### config.mk
export PLATFORM = sky130hd
export DESIGN_NAME = approx_add_sched
export DESIGN_NICKNAME = d
export VERILOG_FILES = /design/src/rtl/approx_add_pkg.sv /design/src/rtl/rr_arbiter.sv /design/src/rtl/approx_add_sched.sv
export SDC_FILE = /design/constraint.sdc
export NUM_CORES = 1
export LEC_CHECK = 0
export ABC_AREA = 1
export BUFFER_PORTS_ARGS = -buffer_cell sky130_fd_sc_hd__buf_4
export CAP_MARGIN = 10
export CORE_MARGIN = 2
export CORE_UTILIZATION = 31
export CTS_CLUSTER_SIZE = 8
export DETAILED_ROUTE_END_ITERATION = 6
export GPL_TIMING_DRIVEN = 0
export PLACE_DENSITY = 0.64
export SYNTH_ARGS = -nofsm -noshare
export SYNTH_HDL_FRONTEND = slang
export SYNTH_SLANG_ARGS = --single-unit
### constraint.sdc
create_clock -name clk -period 3.2 [get_ports clk]
set_input_delay 0.64 -clock clk [delete_from_list [all_inputs] [get_ports clk]]
set_output_delay 0.64 -clock clk [all_outputs]
set_load 0.02 [all_outputs]
### src/rtl/approx_add_pkg.sv
// ----------------------------------------------------------------------------
// approx_add_pkg
// Shared types and constants for the approximate-adder scheduler.
//   sched_state_t : scheduler FSM state (IDLE -> EXEC -> RESP)
//   ERR_CNT_W     : width of the erroneous-response counter
//   ERR_CNT_MAX   : saturation value of that counter
// ----------------------------------------------------------------------------
package approx_add_pkg;

    typedef enum logic [1:0] {
        IDLE = 2'd0,
        EXEC = 2'd1,
        RESP = 2'd2
    } sched_state_t;

    localparam int ERR_CNT_W = 16;
    localparam logic [ERR_CNT_W-1:0] ERR_CNT_MAX = 16'hFFFF;

endpackage

### src/rtl/rr_arbiter.sv
// ----------------------------------------------------------------------------
// rr_arbiter
// Purely combinational round-robin pick: the first set bit of req searching
// upward from ptr, wrapping modulo NREQ.
// Ports:
//   req        [NREQ] in  : request vector
//   ptr        [IDW]  in  : highest-priority index (always < NREQ)
//   gnt_onehot [NREQ] out : one-hot grant, zero when req is zero
//   gnt_idx    [IDW]  out : index of the granted bit, zero when req is zero
// ----------------------------------------------------------------------------
module rr_arbiter #(
    parameter int NREQ = 4,
    parameter int IDW  = $clog2(NREQ)
) (
    input  logic [NREQ-1:0] req,
    input  logic [IDW-1:0]  ptr,
    output logic [NREQ-1:0] gnt_onehot,
    output logic [IDW-1:0]  gnt_idx
);

    // One extra bit so ptr+k cannot overflow before the modulo fold.
    logic [IDW:0] cand;
    logic         found;

    always_comb begin
        cand       = '0;
        found      = 1'b0;
        gnt_idx    = '0;
        gnt_onehot = '0;
        for (int k = 0; k < NREQ; k++) begin
            cand = {1'b0, ptr} + (IDW+1)'(k);
            if (cand >= (IDW+1)'(NREQ))
                cand = cand - (IDW+1)'(NREQ);
            // Constant-index compare keeps the request lookup width-exact.
            for (int j = 0; j < NREQ; j++) begin
                if (!found && (cand == (IDW+1)'(j)) && req[j]) begin
                    found   = 1'b1;
                    gnt_idx = IDW'(j);
                end
            end
        end
        for (int j = 0; j < NREQ; j++)
            gnt_onehot[j] = found && (gnt_idx == IDW'(j));
    end

endmodule

### src/rtl/approx_add_sched.sv
// ----------------------------------------------------------------------------
// approx_add_sched
// Round-robin scheduler sharing one combinational approximate adder among
// NREQ requesters. One operation takes IDLE (grant) -> EXEC (adder sees the
// registered operands, result captured) -> RESP (held until rsp_ready).
//
// Ports:
//   clk, rst_n           : clock, asynchronous active-low reset
//   req_valid/req_ready  : per-requester handshake (ready is one-hot or zero)
//   req_a, req_b         : packed operands, requester i at [i*W +: W]
//   add_a, add_b         : operands to the shared adder (0 while IDLE)
//   add_sum              : adder result, W+1 bits
//   rsp_valid/rsp_ready  : response handshake
//   rsp_id, rsp_sum      : granted requester index and captured result
//   err_flag, err_count  : approximate-vs-exact mismatch flag and saturating
//                          count of accepted erroneous responses
//
// Build option: define APPROX_ADD_ERR_CHECK_EN to build the exact-sum check;
// without it err_flag and err_count are constant 0 and no exact adder exists.
// ----------------------------------------------------------------------------
module approx_add_sched
    import approx_add_pkg::*;
#(
    parameter int NREQ = 4,
    parameter int W    = 8,
    parameter int IDW  = $clog2(NREQ)
) (
    input  logic                 clk,
    input  logic                 rst_n,
    input  logic [NREQ-1:0]      req_valid,
    output logic [NREQ-1:0]      req_ready,
    input  logic [NREQ*W-1:0]    req_a,
    input  logic [NREQ*W-1:0]    req_b,
    output logic [W-1:0]         add_a,
    output logic [W-1:0]         add_b,
    input  logic [W:0]           add_sum,
    output logic                 rsp_valid,
    input  logic                 rsp_ready,
    output logic [IDW-1:0]       rsp_id,
    output logic [W:0]           rsp_sum,
    output logic                 err_flag,
    output logic [ERR_CNT_W-1:0] err_count
);

    sched_state_t    state;
    logic [IDW-1:0]  rr_ptr;
    logic [IDW-1:0]  gnt_id;
    logic [W-1:0]    op_a;
    logic [W-1:0]    op_b;
    logic [W:0]      rsp_sum_q;

    logic [NREQ-1:0] gnt_onehot;
    logic [IDW-1:0]  gnt_idx;
    logic [W-1:0]    sel_a;
    logic [W-1:0]    sel_b;

    rr_arbiter #(
        .NREQ (NREQ),
        .IDW  (IDW)
    ) u_arb (
        .req        (req_valid),
        .ptr        (rr_ptr),
        .gnt_onehot (gnt_onehot),
        .gnt_idx    (gnt_idx)
    );

    // Operand mux driven by the one-hot grant.
    always_comb begin
        sel_a = '0;
        sel_b = '0;
        for (int i = 0; i < NREQ; i++) begin
            if (gnt_onehot[i]) begin
                sel_a = req_a[i*W +: W];
                sel_b = req_b[i*W +: W];
            end
        end
    end

    // Ready is gated by rst_n so no request is taken while reset is held.
    assign req_ready = (state == IDLE && rst_n) ? gnt_onehot : '0;
    assign add_a     = (state == IDLE) ? '0 : op_a;
    assign add_b     = (state == IDLE) ? '0 : op_b;
    assign rsp_valid = (state == RESP);
    assign rsp_id    = gnt_id;
    assign rsp_sum   = rsp_sum_q;

    always_ff @(posedge clk or negedge rst_n) begin
        if (!rst_n) begin
            state     <= IDLE;
            rr_ptr    <= '0;
            gnt_id    <= '0;
            op_a      <= '0;
            op_b      <= '0;
            rsp_sum_q <= '0;
        end else begin
            case (state)
                // Grant: latch the winner's operands and index.
                IDLE: begin
                    if (|req_valid) begin
                        op_a   <= sel_a;
                        op_b   <= sel_b;
                        gnt_id <= gnt_idx;
                        state  <= EXEC;
                    end
                end
                // Adder sees op_a/op_b this cycle; capture its result.
                EXEC: begin
                    rsp_sum_q <= add_sum;
                    state     <= RESP;
                end
                // Hold the response; advance the pointer past the winner.
                RESP: begin
                    if (rsp_ready) begin
                        rr_ptr <= (gnt_id == IDW'(NREQ-1)) ? '0 : gnt_id + 1'b1;
                        state  <= IDLE;
                    end
                end
                default: state <= IDLE;
            endcase
        end
    end

`ifdef APPROX_ADD_ERR_CHECK_EN
    logic [W:0]           exact_sum;
    logic                 err_flag_q;
    logic [ERR_CNT_W-1:0] err_count_q;

    function automatic logic [ERR_CNT_W-1:0] sat_inc(input logic [ERR_CNT_W-1:0] v);
        return (v == ERR_CNT_MAX) ? v : v + 1'b1;
    endfunction

    assign exact_sum = {1'b0, op_a} + {1'b0, op_b};

    always_ff @(posedge clk or negedge rst_n) begin
        if (!rst_n) begin
            err_flag_q  <= 1'b0;
            err_count_q <= '0;
        end else begin
            // Flag is captured on the same edge as rsp_sum.
            if (state == EXEC)
                err_flag_q <= (exact_sum != add_sum);
            // Count only responses actually accepted.
            if (state == RESP && rsp_ready && err_flag_q)
                err_count_q <= sat_inc(err_count_q);
        end
    end

    assign err_flag  = err_flag_q;
    assign err_count = err_count_q;
`else
    assign err_flag  = 1'b0;
    assign err_count = '0;
`endif

endmodule

==> results.toml <==
[clock_network]
tritoncts = "done"
cts_root_buffer = "clkbuf_8"
numClockSinks = 31
clkTransAtPathRegs_ns = 0.06
clockBufferDepth = 2
clk_latency_ns = 0.27
numCtsBuffers = 5
htreeDepth = 2

[worst_setup_path]
cp_max_fo = 10
cp-startpoint = "rr_ptr[1]"
cp.required_ns = 2.56
timing.rr.start = "rr_ptr[1]"
worst_setup_path_start_kind = "flip-flop"
worstSetupPathType = "reg2out"
worst_setup_path_end_kind = "output port"
critPathArrivalTime_ns = 2.45

[synth]
yosys_register_bits = 31
ys_types = 34
post_synth_instance_area_um2 = 2490
netlist_instances = 351
yosysSeqAreaShare = 0.312
avgSynthCellArea_um2 = 7.09
yosys_warnings = 0

[die]
dieArea_um2 = 8760
row_count = 32
die_x_um = 93.6
start_util = 0.320
io_pins = 129
core_um2 = 7770
fp.dieH_um = 93.6

[global_routing]
antenna_found_initial = 0
grt_pass1_vias = 2558
grtUsageTotal = 0.171
grt.overflow.total = 0
grt_max_degree = 33
grt_first_pass_wirelength_um = 11900

[detailed_routing]
post-route-drc-count = 0
postRouteWirelength_um = 7660
drtPass1Iterations = 4
viasPerCell = 4.60
drt_iter0_drc = 128
num_vias = 2776
drtAntennaViolNets = 0
wl_per_cell_um = 12.7

[timing]
fin_ws_ns = 0.112
clock_skew_ns = 0.00711
post-route-min-period_ns = 3.09
fmax_ghz = 0.324
slew_headroom = 0.532
rsz0062_at_grt = "yes"
finalSetupViolCount = 0
tightestPinTransition_ns = 0.699
fin_crit_sh = 0.965
hold_viol_final = 0
slew_viol_final = 0

[power_and_ir_drop]
p_leak_nw = 2.04
p_total_w = 0.00389
ir_worst_vdd_mv = 0.590
power_density_nw_per_um2 = 1040

[placed_design]
place_hpwl_um = 6280
place_congestion = 0.887
place_ws_ns = -0.144
io_buffers = 111
placed_cell_area_um2 = 3510

[layout]
drive_gt1_frac = 0.411
final_nets = 583
area_growth_pct = 50.9
antenna_cells = 0
final_cell_area_um2 = 3750

[job]
cap_violations = 0

[run_status]
status = "finished, final reports clean"

[worst_hold_path]
hp-class = "in2async"
## path summary, 6_finish.rpt
kind,to,slack [ns],cells after the start
min reg2reg,op_b[7],0.48,2
max,req_ready[2],0.11,14
min,rsp_sum[0],0.30,1
max in group asynchronous,rr_ptr[1],2.60,1
min in group clk,op_b[7],0.48,2
max reg2reg,op_b[6],0.65,16
## cell usage in the layout (no fill, tap or decap), types with 3 or more instances in the layout
master	n
nor2_2	3
conb_1	17
nand3_1	33
dfrtp_1	29
clkbuf_8	5
nand4_1	23
buf_4	151
mux2_2	9
nand2_4	3
nor2_1	38
clkbuf_1	4
nor2_4	6
inv_2	5
o21ai_1	12
inv_1	48
o21ai_0	5
nand3_2	4
nand2_1	63
a21oi_1	16
## flip-flops by register name, summed over array words and instances (netlist names)
| signal | count |
|---|---|
| state | 2 |
| op_a | 8 |
| rr_ptr | 2 |
| op_b | 8 |
| rsp_sum | 9 |
| rsp_id | 2 |
## through the flow
step | hold slack [ns] | cells | setup TNS, ns | util
CTS | 0.303 | 590 | 0 | 0.466
global route | 0.315 | 603 | -0.143 | 0.483
floorplan | 0.344 | 367 | 0 | -
finish | 0.296 | 603 | 0 | 0.483
detailed placement | 0.467 | 580 | -0.240 | 0.452
global placement | 0.463 | 580 | -0.288 | 0.452
## cell type report
type / count / area [um2]
flip-flops and latches: 31 / 778
clock buffers: 6 / 72.6
plain buffers: 30 / 216
fillers: 807 / 4020
multi-input cells: 250 / 1380
inverters: 56 / 219
well taps: 102 / 128
repair buffers: 128 / 961
## per-layer routing
metal | share of wire | GRT usage
met2 | 0.47 | 0.279
met4 | 0.011 | 0.0350
met1 | 0.44 | 0.238
met5 | 0 | 0
met3 | 0.084 | 0.0314
## Yosys cell counts, drive strengths merged
cell type / n / area, um2
nand2: 68 / 280
dfrtp: 31 / 776
nor3: 3 / 15.0
ha: 1 / 12.5
o2111ai: 1 / 26.3
a31oi: 1 / 6.26
o211ai: 1 / 7.51
nor4: 1 / 6.26
inv: 56 / 215
conb: 1 / 3.75
nand4: 25 / 178
nand3: 38 / 210
o21ai: 19 / 106
o31ai: 1 / 7.51
buf: 27 / 205
o311ai: 1 / 8.76
mux2: 9 / 101
nor2: 47 / 221
a21oi: 17 / 88.8
clkbuf: 3 / 11.3
## timing repair
action                                  in CTS  in global routing
resized for setup                            4                  9
buffers inserted                             4                 13
endpoints found under the setup margin       4                  4
pin swaps                                    3                  5
hold buffers                                 0                  0
gates cloned                                 0                  0
## logic make-up after synthesis
group	after synthesis	share of synthesized area
compound gates	41	0.101
fa+ha+maj	1	0.00503
buf+inv	86	0.174
flops	31	0.312
mux	9	0.0407
other cells	1	0.00151
simple gates	182	0.366
## power by group
part           switching (W)  internal, W
logic                0.00172      0.00117
clock network       0.000121     0.000144
registers           0.000132     0.000600
total                0.00198      0.00192
## worst max-delay path, stage by stage, from the launching register on
cell	delay, ns
dfrtp_2	0.46
inv_2	0.09
nand3_2	0.10
nand3_2	0.10
nor2_2	0.09
nand4_2	0.12
nor2_4	0.13
nand4_4	0.12
nor2_4	0.18
o2111ai_4	0.17
nand2_4	0.13
inv_4	0.06
buf_6	0.14
nor3_2	0.12
buf_4	0.17
(Power assumes the default switching activity.)
